===== src/rtl/decode_control_stage_if.sv =====
// Handshake and control-bundle bus between decode and execute for decode_control_stage.
// slave: the stage itself; master: the upstream/downstream environment driving it.
interface decode_control_stage_if #(
    parameter int REG_ADDR_W = 5
);
    logic                  in_valid;
    logic                  in_ready;
    logic [6:0]            opcode;
    logic [2:0]            funct3;
    logic [REG_ADDR_W-1:0] rd;
    logic [REG_ADDR_W-1:0] rs1;
    logic [REG_ADDR_W-1:0] rs2;
    logic                  flush;
    logic                  out_valid;
    logic                  out_ready;
    logic                  d_cache_access;
    logic                  d_cache_op;
    logic                  branch;
    logic                  reg_write;
    logic                  alu_src;
    logic                  is_imm;
    logic                  is_byte_op;
    logic [1:0]            alu_op;
    logic [REG_ADDR_W-1:0] out_rd;
    logic                  illegal;
    logic                  stall;

    modport slave (
        input  in_valid, opcode, funct3, rd, rs1, rs2, flush, out_ready,
        output in_ready, out_valid, d_cache_access, d_cache_op, branch,
               reg_write, alu_src, is_imm, is_byte_op, alu_op, out_rd,
               illegal, stall
    );

    modport master (
        output in_valid, opcode, funct3, rd, rs1, rs2, flush, out_ready,
        input  in_ready, out_valid, d_cache_access, d_cache_op, branch,
               reg_write, alu_src, is_imm, is_byte_op, alu_op, out_rd,
               illegal, stall
    );
endinterface


===== src/rtl/decode_control_stage.sv =====
// Registered decode stage: opcode/funct3 -> execute control bundle behind a valid/ready register.
// Load-use interlock is built only when DECODE_LOAD_USE_INTERLOCK_EN is defined.
module decode_control_stage #(
    parameter int REG_ADDR_W       = 5,
    parameter int LOAD_USE_BUBBLES = 1
) (
    input  logic                  clk,
    input  logic                  rst,
    decode_control_stage_if.slave bus
);

    localparam logic [6:0] OP_R      = 7'b0110011;
    localparam logic [6:0] OP_LOAD   = 7'b0000011;
    localparam logic [6:0] OP_STORE  = 7'b0100011;
    localparam logic [6:0] OP_BRANCH = 7'b1100011;
    localparam logic [6:0] OP_JUMP   = 7'b1100111;

    typedef struct packed {
        logic       d_cache_access;
        logic       d_cache_op;
        logic       branch;
        logic       reg_write;
        logic       alu_src;
        logic       is_imm;
        logic       is_byte_op;
        logic [1:0] alu_op;
        logic       illegal;
    } ctrl_t;

    ctrl_t                 dec;
    logic                  uses_rs1;
    logic                  uses_rs2;
    logic                  is_load;

    ctrl_t                 ctrl_q, ctrl_d;
    logic                  out_valid_q, out_valid_d;
    logic [REG_ADDR_W-1:0] out_rd_q, out_rd_d;

    logic                  advance;
    logic                  in_ready_c;
    logic                  accept;
    logic                  stall_c;

    // Instruction decode; opcode 0000011 doubles as immediate ALU for non-load funct3 values.
    always_comb begin
        dec      = '0;
        uses_rs1 = 1'b0;
        uses_rs2 = 1'b0;
        is_load  = 1'b0;
        case (bus.opcode)
            OP_R: begin
                dec.reg_write = 1'b1;
                dec.alu_op    = 2'b10;
                uses_rs1      = 1'b1;
                uses_rs2      = 1'b1;
            end
            OP_LOAD: begin
                uses_rs1 = 1'b1;
                if (bus.funct3 == 3'b000 || bus.funct3 == 3'b010 || bus.funct3 == 3'b011) begin
                    is_load            = 1'b1;
                    dec.reg_write      = 1'b1;
                    dec.alu_src        = 1'b1;
                    dec.d_cache_access = 1'b1;
                    dec.d_cache_op     = 1'b1;
                    dec.is_byte_op     = (bus.funct3 == 3'b000);
                end else begin
                    dec.reg_write = 1'b1;
                    dec.is_imm    = 1'b1;
                end
            end
            OP_STORE: begin
                dec.d_cache_access = 1'b1;
                dec.d_cache_op     = 1'b0;
                dec.alu_src        = 1'b1;
                dec.is_byte_op     = (bus.funct3 == 3'b000);
                uses_rs1           = 1'b1;
                uses_rs2           = 1'b1;
            end
            OP_BRANCH: begin
                dec.branch = 1'b1;
                dec.alu_op = 2'b01;
                uses_rs1   = 1'b1;
                uses_rs2   = 1'b1;
            end
            OP_JUMP: begin
                dec.branch = 1'b1;
                dec.alu_op = 2'b11;
                uses_rs1   = 1'b1;
            end
            default: begin
                dec.illegal = 1'b1;
            end
        endcase
    end

    assign advance    = !out_valid_q || bus.out_ready;
    assign in_ready_c = advance && !stall_c && !bus.flush;
    assign accept     = bus.in_valid && in_ready_c;

    // Output register next state: flush beats accept, an idle advance leaves a bubble.
    always_comb begin
        out_valid_d = out_valid_q;
        ctrl_d      = ctrl_q;
        out_rd_d    = out_rd_q;
        if (bus.flush) begin
            out_valid_d = 1'b0;
        end else if (accept) begin
            out_valid_d = 1'b1;
            ctrl_d      = dec;
            out_rd_d    = bus.rd;
        end else if (advance) begin
            out_valid_d = 1'b0;
        end
    end

    always_ff @(posedge clk or posedge rst) begin
        if (rst) begin
            out_valid_q <= 1'b0;
            ctrl_q      <= '0;
            out_rd_q    <= '0;
        end else begin
            out_valid_q <= out_valid_d;
            ctrl_q      <= ctrl_d;
            out_rd_q    <= out_rd_d;
        end
    end

`ifdef DECODE_LOAD_USE_INTERLOCK_EN
    logic [REG_ADDR_W-1:0] haz_rd_q, haz_rd_d;
    logic [1:0]            haz_cnt_q, haz_cnt_d;

    // The count only moves when the stage advances, so backpressure never eats separation.
    always_comb begin
        haz_rd_d  = haz_rd_q;
        haz_cnt_d = haz_cnt_q;
        if (bus.flush) begin
            haz_cnt_d = 2'd0;
        end else if (accept && is_load && (bus.rd != '0)) begin
            haz_rd_d  = bus.rd;
            haz_cnt_d = 2'(LOAD_USE_BUBBLES);
        end else if (advance && (haz_cnt_q != 2'd0)) begin
            haz_cnt_d = haz_cnt_q - 2'd1;
        end
    end

    always_ff @(posedge clk or posedge rst) begin
        if (rst) begin
            haz_rd_q  <= '0;
            haz_cnt_q <= 2'd0;
        end else begin
            haz_rd_q  <= haz_rd_d;
            haz_cnt_q <= haz_cnt_d;
        end
    end

    assign stall_c = bus.in_valid && (haz_cnt_q != 2'd0) &&
                     ((uses_rs1 && (bus.rs1 == haz_rd_q)) ||
                      (uses_rs2 && (bus.rs2 == haz_rd_q)));
`else
    logic unused_haz;

    // Without the interlock, source registers and the load flag have no consumer.
    assign unused_haz = ^{bus.rs1, bus.rs2, uses_rs1, uses_rs2, is_load};
    assign stall_c    = 1'b0;
`endif

    assign bus.in_ready       = in_ready_c;
    assign bus.stall          = stall_c;
    assign bus.out_valid      = out_valid_q;
    assign bus.d_cache_access = ctrl_q.d_cache_access;
    assign bus.d_cache_op     = ctrl_q.d_cache_op;
    assign bus.branch         = ctrl_q.branch;
    assign bus.reg_write      = ctrl_q.reg_write;
    assign bus.alu_src        = ctrl_q.alu_src;
    assign bus.is_imm         = ctrl_q.is_imm;
    assign bus.is_byte_op     = ctrl_q.is_byte_op;
    assign bus.alu_op         = ctrl_q.alu_op;
    assign bus.illegal        = ctrl_q.illegal;
    assign bus.out_rd         = out_rd_q;

endmodule


===== src/flat_wrapper.sv =====
// flat-port wrapper written by rule: the top's interface ports become plain ports
module decode_control_stage_flat 
#(
    parameter int REG_ADDR_W       = 5,
    parameter int LOAD_USE_BUBBLES = 1
)
  (clk, rst, bus_in_valid, bus_opcode, bus_funct3, bus_rd, bus_rs1, bus_rs2, bus_flush, bus_out_ready, bus_in_ready, bus_out_valid, bus_d_cache_access, bus_d_cache_op, bus_branch, bus_reg_write, bus_alu_src, bus_is_imm, bus_is_byte_op, bus_alu_op, bus_out_rd, bus_illegal, bus_stall);
  decode_control_stage_if #(.REG_ADDR_W(REG_ADDR_W)) bus_i ();
  input  logic clk;
  input  logic rst;
  input wire logic [$bits(bus_i.in_valid)-1:0] bus_in_valid;
  input wire logic [$bits(bus_i.opcode)-1:0] bus_opcode;
  input wire logic [$bits(bus_i.funct3)-1:0] bus_funct3;
  input wire logic [$bits(bus_i.rd)-1:0] bus_rd;
  input wire logic [$bits(bus_i.rs1)-1:0] bus_rs1;
  input wire logic [$bits(bus_i.rs2)-1:0] bus_rs2;
  input wire logic [$bits(bus_i.flush)-1:0] bus_flush;
  input wire logic [$bits(bus_i.out_ready)-1:0] bus_out_ready;
  output wire logic [$bits(bus_i.in_ready)-1:0] bus_in_ready;
  output wire logic [$bits(bus_i.out_valid)-1:0] bus_out_valid;
  output wire logic [$bits(bus_i.d_cache_access)-1:0] bus_d_cache_access;
  output wire logic [$bits(bus_i.d_cache_op)-1:0] bus_d_cache_op;
  output wire logic [$bits(bus_i.branch)-1:0] bus_branch;
  output wire logic [$bits(bus_i.reg_write)-1:0] bus_reg_write;
  output wire logic [$bits(bus_i.alu_src)-1:0] bus_alu_src;
  output wire logic [$bits(bus_i.is_imm)-1:0] bus_is_imm;
  output wire logic [$bits(bus_i.is_byte_op)-1:0] bus_is_byte_op;
  output wire logic [$bits(bus_i.alu_op)-1:0] bus_alu_op;
  output wire logic [$bits(bus_i.out_rd)-1:0] bus_out_rd;
  output wire logic [$bits(bus_i.illegal)-1:0] bus_illegal;
  output wire logic [$bits(bus_i.stall)-1:0] bus_stall;
  assign bus_i.in_valid = bus_in_valid;
  assign bus_i.opcode = bus_opcode;
  assign bus_i.funct3 = bus_funct3;
  assign bus_i.rd = bus_rd;
  assign bus_i.rs1 = bus_rs1;
  assign bus_i.rs2 = bus_rs2;
  assign bus_i.flush = bus_flush;
  assign bus_i.out_ready = bus_out_ready;
  assign bus_in_ready = bus_i.in_ready;
  assign bus_out_valid = bus_i.out_valid;
  assign bus_d_cache_access = bus_i.d_cache_access;
  assign bus_d_cache_op = bus_i.d_cache_op;
  assign bus_branch = bus_i.branch;
  assign bus_reg_write = bus_i.reg_write;
  assign bus_alu_src = bus_i.alu_src;
  assign bus_is_imm = bus_i.is_imm;
  assign bus_is_byte_op = bus_i.is_byte_op;
  assign bus_alu_op = bus_i.alu_op;
  assign bus_out_rd = bus_i.out_rd;
  assign bus_illegal = bus_i.illegal;
  assign bus_stall = bus_i.stall;
  decode_control_stage #(.REG_ADDR_W(REG_ADDR_W), .LOAD_USE_BUBBLES(LOAD_USE_BUBBLES)) u_core (.clk(clk), .rst(rst), .bus(bus_i));
endmodule

===== config.mk =====
export PLATFORM = sky130hd
export DESIGN_NAME = decode_control_stage_flat
export DESIGN_NICKNAME = d
export VERILOG_FILES = /design/src/rtl/decode_control_stage_if.sv /design/src/rtl/decode_control_stage.sv /design/src/flat_wrapper.sv
export SDC_FILE = /design/constraint.sdc
export NUM_CORES = 1
export LEC_CHECK = 0
export BUFFER_PORTS_ARGS = -buffer_cell sky130_fd_sc_hd__buf_2
export CORE_ASPECT_RATIO = 1.2
export CORE_MARGIN = 2
export CORE_UTILIZATION = 36
export DETAILED_ROUTE_END_ITERATION = 7
export PLACE_DENSITY = 0.82
export SETUP_SLACK_MARGIN = 0.05
export SLEW_MARGIN = 10
export SYNTH_ARGS = -nofsm -noshare
export SYNTH_HDL_FRONTEND = slang
export SYNTH_SLANG_ARGS = --single-unit

===== constraint.sdc =====
create_clock -name clk -period 1.5 [get_ports clk]
set_input_delay 0.15 -clock clk [delete_from_list [all_inputs] [get_ports clk]]
set_output_delay 0.15 -clock clk [all_outputs]
set_load 0.01 [all_outputs]

## Yosys cells after proc, flatten, opt, wreduce, memory -nomap -nowiden

Index checks and enable logic that the tools add are counted.
W data, S select, Z words.

- Flip-flop bits (word level): 16
- Output and inout bits: 18

- Eq/ne operators: 7
- Multiplexer cells: 15
- Bitwise operators: 1
- Reduce and logical (&&, ||, !) cells: 13

Operators with widths:

| operator | number |
|---|---|
| $eq A7 B6 Y1 const B | 2 |
| $eq A7 B7 Y1 const B | 2 |
| $mux W1 | 10 |
| $eq A7 B2 Y1 const B | 1 |
| $eq A3 B2 Y1 const B | 2 |
| $pmux W2 S3 | 1 |
| $reduce_or A5 Y1 | 1 |
| $pmux W1 S2 | 2 |
| $pmux W2 S2 | 1 |
| $reduce_or A2 Y1 | 2 |
| $logic_not A3 Y1 | 1 |
| $logic_or A1 B1 Y1 | 3 |
| $reduce_bool A3 Y1 | 1 |
| $logic_and A1 B1 Y1 | 2 |
| $logic_not A1 Y1 | 2 |
| $mux W2 | 1 |
| $reduce_and A2 Y1 | 1 |
| $not A1 Y1 | 1 |

## Logic depth before layout (Yosys ltp)

Gate-level depths: netlist (run 1).

- Depth in word-level cells: 6
- Mapped depth: 4
- Gate-level depth less buffers: 3

## Worst setup path before layout (run 1)

OpenSTA, ideal clock, no wires.

- Kind: register to register
- From: register u_core.out_valid_q (netlist: u_core.bus.out_valid)
- To: register u_core.out_rd_q[0] (netlist: u_core.bus.out_rd[0])
- Setup time: 125 ps
- Arrival: 1,367 ps
- Data required time: 1,375 ps
- Setup slack: 8 ps
- Stages on the path, launching flop included: 5
- Cells stage by stage: dfrtp_1 nor2b_1 buf_4 nor3_2 mux2_2

- Word-level cells in the longest chain between the ends: 5

RTL lines:

| item | RTL line | source |
|---|---|---|
| start: declaration | decode_control_stage.sv:36 | `logic out_valid_q, out_valid_d;` |
| start signal: assignment | decode_control_stage.sv:122 | `out_valid_q <= out_valid_d;` |
| $logic_not A1 Y1 | decode_control_stage.sv:96 | `assign advance = !out_valid_q \|\| bus.out_ready;` |
| $logic_or A1 B1 Y1 | decode_control_stage.sv:96 |  |
| $logic_and A1 B1 Y1 | decode_control_stage.sv:97 | `assign in_ready_c = advance && !stall_c && !bus.flush;` |
| $logic_and A1 B1 Y1 | decode_control_stage.sv:98 | `assign accept = bus.in_valid && in_ready_c;` |
| $reduce_and A2 Y1 (no line) | -- |  |
| end signal: assignment | decode_control_stage.sv:124 | `out_rd_q <= out_rd_d;` |
| end: declaration | decode_control_stage.sv:37 | `logic [REG_ADDR_W-1:0] out_rd_q, out_rd_d;` |

Every way passes these cells.
A chain may end at the register's enable or synchronous reset.

## Worst setup path in the final report (run 1)

- From: register u_core.out_valid_q (netlist: u_core.bus.out_valid)
- To: output port bus_in_ready

- Word-level cells in the longest chain between the ends: 3

RTL lines:

| item | RTL line | source |
|---|---|---|
| $logic_not A1 Y1 | decode_control_stage.sv:96 |  |
| $logic_or A1 B1 Y1 | decode_control_stage.sv:96 |  |
| $logic_and A1 B1 Y1 | decode_control_stage.sv:97 |  |
| end: declaration | flat_wrapper.sv:19 | `output wire logic [$bits(bus_i.in_ready)-1:0] bus_in_ready;` |

Every way passes these cells.

==> results.cfg, run 1 <==
[status]
outcome = finished, final reports clean

[cells_and_area]
nNetsFinal = 135
regArea_um2 = 350
finalInstanceArea_um2 = 960
final_util = 0.513
drive_gt1_frac = 0.490
area_growth_syn_to_layout_pct = 31.1
multiInputGateArea_um2 = 337
fillers = 182
antennaDiodeCount = 0

[worst_setup_path]
rr_startpoint = u_core.bus.out_valid
critPathArrivalTime_ns = 1.22
cp-end-kind = output port
path_max_fanout = 5
reg2reg_slack_ns = 0.13
crit_type = flop to output port
critPathLaunch = u_core.bus.out_valid
crit_required_ns = 1.35
startpoint_type = flop

[floorplanning]
start_util = 0.391
die_h_um = 53.4
rows = 17
core_um2 = 1870
io_pins = 48
die_w_um = 45.2
die_area_um2 = 2410

[job]
cap_viol_max_count = 0

[clock_network]
clock_sinks = 14
h-tree-depth = 1
cts.clk_slew.worst_paths_ns = 0.08
cts_root_buffer = clkbuf_4
cts.path.max_buffers = 2
clock_latency_ns = 0.28
cts_tree = built
numCtsBuffers = 3
cts_setup_buffers = 0

[synthesis]
synth_area_um2 = 732
synth_area_per_cell_um2 = 10.8
yosysSeqAreaShare = 0.479
yosys.area.top_type_share = 0.479
synth.largest_area_cell = dfrtp_1
syn_inst = 68
syn_nets = 98
yosys_warnings = 0
synthTopCellsByArea = dfrtp_1 48%, mux2_2 9.2%, o31ai_1 6.2%
synth-seq-cells = 14
synth_cell_types = 27

[worst_hold_path]
hp-class = primary input to flop
hp-start = bus_rd[2]

[placed_design]
dp_hpwl_um = 1300
place.port_buffers = 36
dp_slack_ns = 0.130
place_congestion = 0.713
place_area_um2 = 908

[timing]
finalSetupViolCount = 0
worst_pin_slew_ns = 0.511
fmax_mhz = 732
rsz0062_at_grt = no
skew_ns = 0.00161
report.final.slew_viol_count = 0
min_period_ns = 1.37
fin_hold_ws_ns = 0.0997
finalCritPeriodShare = 0.911
finalSetupTns_ns = 0
final_hold_viol_count = 0
maxSlewHeadroom = 0.659
fin_ws_ns = 0.133

[detailed_routing]
vias = 637
met2_length_um = 847
topRoutingLayerUsed = met4
drt_iter0_markers = 12
viasPerCell = 5.18
wl_um = 1630
ant_nets = 0
wl_met1_um = 633
first_pass_iters = 4
drc = 0
routedWlPerCell_um = 13.2
wl_met3_um = 98

[power_and_ir_drop]
leakagePower_nw = 0.499
vdd_drop_max_mv = 0.492
power_density_nw_per_um2 = 890

[global_route]
grt_use_total = 0.152
grt_max_degree = 15
antenna_found_initial = 0
grt_pass1_wl_um = 2510
grt.overflow.total = 0
grt_pass1_vias = 622
cells in the final DEF (no fill, tap or decap), types with 3 or more instances in the layout:
cell / instances
a22o_1: 3
buf_2: 36
clkbuf_4: 3
dfrtp_1: 14
inv_1: 4
mux2_2: 6
o31ai_1: 6
stage by stage:
step / cells / total power, mW
3_3_place_gp: 118 / 0.584
6_report: 123 / 0.854
2_1_floorplan: 68 / 0.521
4_1_cts: 123 / 0.866
3_5_place_dp: 118 / 0.593
5_1_grt: 123 / 0.899
path summary, 6_finish.rpt:
kind,end,cells after the start
worst max-delay path,bus_in_ready,4
min in group asynchronous,u_core.bus.out_rd[2],3
max in group asynchronous,u_core.bus.out_rd[4],3
worst min-delay path,u_core.bus.out_rd[2],2
worst min register to register,u_core.bus.alu_op[1],1
worst max register to register,u_core.bus.out_rd[4],3
synthesized netlist by cell type:
cell type	number
a21oi_1	2
nand3_1	1
buf_4	5
or4_4	1
and2_1	1
or2b_1	1
nor3b_1	1
a21o_1	1
nand4b_1	1
nand3b_1	1
a22o_1	3
nor2_1	3
inv_1	4
nor3_2	1
nand2b_1	2
dfrtp_1	14
xor2_1	1
or3_1	1
conb_1	1
mux2_2	6
nor2b_1	2
nor4_1	2
a31oi_1	2
nand2_1	2
o31ai_1	6
clkbuf_1	1
o41ai_1	2
state kept, by name, summed over array words and instances, names as in the netlist:
signal and count:
u_core.bus.alu_op 2, u_core.bus.out_valid 1, u_core.bus.reg_write 1, u_core.bus.out_rd 5
u_core.bus.d_cache_op 1, u_core.bus.alu_src 1, u_core.bus.is_byte_op 1, u_core.bus.is_imm 1
u_core.bus.illegal 1
worst max-delay path, cell delays in order, from the launching register on:
cell	delay, ns
dfrtp_1	0.36
nor2b_2	0.23
buf_4	0.18
nor2_2	0.03
buf_2	0.13
report_power, final:
part	total [mW]	switching, mW	internal [mW]	leakage (nW)
clock	0.267	0.119	0.148	0.0210
sequential	0.419	0.0141	0.405	0.178
combinational	0.168	0.0882	0.0798	0.300
total	0.854	0.222	0.632	0.499
metal layers:
layer | up-vias | global-route usage
li1 | 319 | -
met1 | 293 | 0.145
met2 | 21 | 0.271
met3 | 4 | 0.0341
met4 | 0 | 0.118
met5 | - | 0
cells by family after synthesis:
group | count (synthesis) | share of synthesized area
flip-flops | 14 | 0.479
buffers and inverters | 10 | 0.0769
XOR/XNOR | 1 | 0.0120
other | 1 | 0.00512
AND/OR/NAND/NOR | 20 | 0.173
AO/OA/AOI/OAI | 16 | 0.162
multiplexers | 6 | 0.0923
layout make-up:
| cell class | count | share of cell area |
|---|---|---|
| repair buffers | 38 | 0.206 |
| well taps | 19 | 0.0248 |
| multi-input cells | 44 | 0.351 |
| flip-flops and latches | 14 | 0.365 |
| clock buffers | 4 | 0.0378 |
| inverters | 4 | 0.0156 |
timing repair:
item	CTS	global route
setup endpoints to repair	1	1
hold buffers	1	0
resized for setup	1	1
hold endpoints to repair	14	0
No activity file was read; power rests on OpenSTA's default activity.
==> run 2: changes to the inputs <==
--- a/config.mk
+++ b/config.mk
@@ -8,9 +8,9 @@
 export BUFFER_PORTS_ARGS = -buffer_cell sky130_fd_sc_hd__buf_2
 export CORE_ASPECT_RATIO = 1.2
 export CORE_MARGIN = 2
-export CORE_UTILIZATION = 36
+export CORE_UTILIZATION = 30
 export DETAILED_ROUTE_END_ITERATION = 7
-export PLACE_DENSITY = 0.82
+export PLACE_DENSITY = 0.72
 export SETUP_SLACK_MARGIN = 0.05
 export SLEW_MARGIN = 10
 export SYNTH_ARGS = -nofsm -noshare
==> run 2 against run 1 <==
Critical path depth down 1. Worst hold slack better by 0.0060 ns. Combinational power about the same. Die area up 18%. Cell count up 8.9%. Wire length up 1.3%. Clock-buffer cell count down 1. Sequential power about the same. Largest power group unchanged. Power down 7.6%. Utilization down 9.7 points. Clock power down 23%.
==> results.cfg, run 2 (synthesis gave the netlist of run 1 again) <==
[status]
outcome = finished, final reports clean

[power_and_ir_drop]
vdd_drop_max_mv = 0.551
leakagePower_nw = 0.491
power_mw = 0.789
power_density_nw_per_um2 = 823

[worst_setup_path]
slowest_delay_ns = 0.39
path_cells = nor2b_2 > nor3_4 > mux2_2
path_max_fanout = 7
cp-end-kind = flop
crit_required_ns = 1.66
startpoint_type = flop
crit_slowest_cell = dfrtp_1
critPathArrivalTime_ns = 1.52
crit_type = flop to flop

[global_route]
grt_pass1_wl_um = 2720
antenna_found_initial = 0
grt_pass1_vias = 648
grt.overflow.total = 0
grt_use_total = 0.121
grt_max_degree = 15

[clock_network]
clock_sinks = 14
cts_root_buffer = clkbuf_4
h-tree-depth = 1
cts_tree = built
cts.clk_slew.worst_paths_ns = 0.08
cts_setup_buffers = 0
clock_latency_ns = 0.27
numCtsBuffers = 3
cts.path.max_buffers = 2

[placed_design]
place.port_buffers = 36
dp_hpwl_um = 1350
place_congestion = 0.730

[floorplanning]
die_area_um2 = 2850
start_util = 0.317
io_pins = 48
core_um2 = 2310
die_h_um = 58.1
rows = 19
die_w_um = 49.1

[cells_and_area]
final_common_cell = buf_2
area_growth_syn_to_layout_pct = 30.9
drive_gt1_frac = 0.476
antennaDiodeCount = 0
largest_reg_flops = 5
nNetsFinal = 135
layout_common_cells = 36 x buf_2, 14 x dfrtp_1, 6 x mux2_2, 6 x o31ai_1, 4 x inv_1

[timing]
skew_ns = 0.00131
finalSetupViolCount = 0
finalCritPeriodShare = 0.906
report.final.slew_viol_count = 0
maxSlewHeadroom = 0.655
finalSetupTns_ns = 0
min_period_ns = 1.36
worst_pin_slew_ns = 0.516
rsz0062_at_grt = no
fmax_mhz = 736
final_hold_viol_count = 0

[detailed_routing]
drt_iter0_markers = 10
ant_nets = 0
viasPerCell = 4.96
first_pass_iters = 4
wl_um = 1650
routedWlPerCell_um = 12.3
vias = 665
drc = 0

[worst_hold_path]
hp-class = primary input to flop

[job]
cap_viol_max_count = 0
run 2: changes by cell type in the layout (fill, tap and decap cells not counted), sizes merged:
cell and delta:
clkbuf -1
run 2: path summary, 6_finish.rpt:
check | startpoint | endpoint | slack, ns | cells after the start
setup reg to reg | u_core.bus.out_valid | u_core.bus.out_rd[0] | 0.14 | 3
hold / removal | bus_rd[1] | u_core.bus.out_rd[1] | 0.11 | 2
min in group asynchronous | rst | u_core.bus.out_rd[4] | 0.44 | 3
setup / recovery | u_core.bus.out_valid | u_core.bus.out_rd[0] | 0.14 | 3
hold reg to reg | u_core.bus.reg_write | u_core.bus.reg_write | 0.51 | 1
max in group asynchronous | rst | u_core.bus.alu_src | 0.71 | 3
run 2: per-stage QoR:
| stage | setup WS [ns] | instance area, um2 | utilization | instances | hold WS [ns] |
|---|---|---|---|---|---|
| 5_1_grt | 0.0737 | 958 | 0.416 | 134 | 0.103 |
| 3_5_place_dp | 0.125 | 923 | 0.400 | 130 | 0.215 |
| 3_3_place_gp | 0.139 | 923 | 0.400 | 130 | 0.204 |
| 4_1_cts | 0.110 | 956 | 0.415 | 134 | 0.104 |
| 6_report | 0.141 | 958 | 0.416 | 134 | 0.106 |
| 2_1_floorplan | 0.100 | 738 | - | 68 | 0.0392 |
run 2: cell type report:
class / count / area (um2)
timing repair buffer: 38 / 198
clock buffer: 3 / 22.5
fill: 233 / 1350
tap: 31 / 38.8
inverter: 4 / 15.0
multi-input combinational: 44 / 334
sequential: 14 / 350
run 2: power by group:
group | internal (mW) | total, mW | leakage, nW | switching [mW]
Sequential | 0.405 | 0.417 | 0.178 | 0.0126
Clock | 0.0929 | 0.205 | 0.0138 | 0.112
Combinational | 0.0794 | 0.167 | 0.299 | 0.0875
run 2: repair_timing:
item	in CTS	in global routing
hold buffers	1	0
hold endpoints to repair	14	0
gates resized for setup	0	1
setup endpoints to repair	0	1
run 2: routing by layer:
metal	GRT usage	wire, um	vias up
li1	-	-	316
met1	0.133	670	324
met2	0.224	866	21
met3	0.0180	90	4
met4	0.0612	21	0
met5	0	0	-
run 2: worst max-delay path: cells and delay by family (launching register included):
kind,cells,cell delay [ns]
simple gates,2,0.47
mux,1,0.39
flops,1,0.39
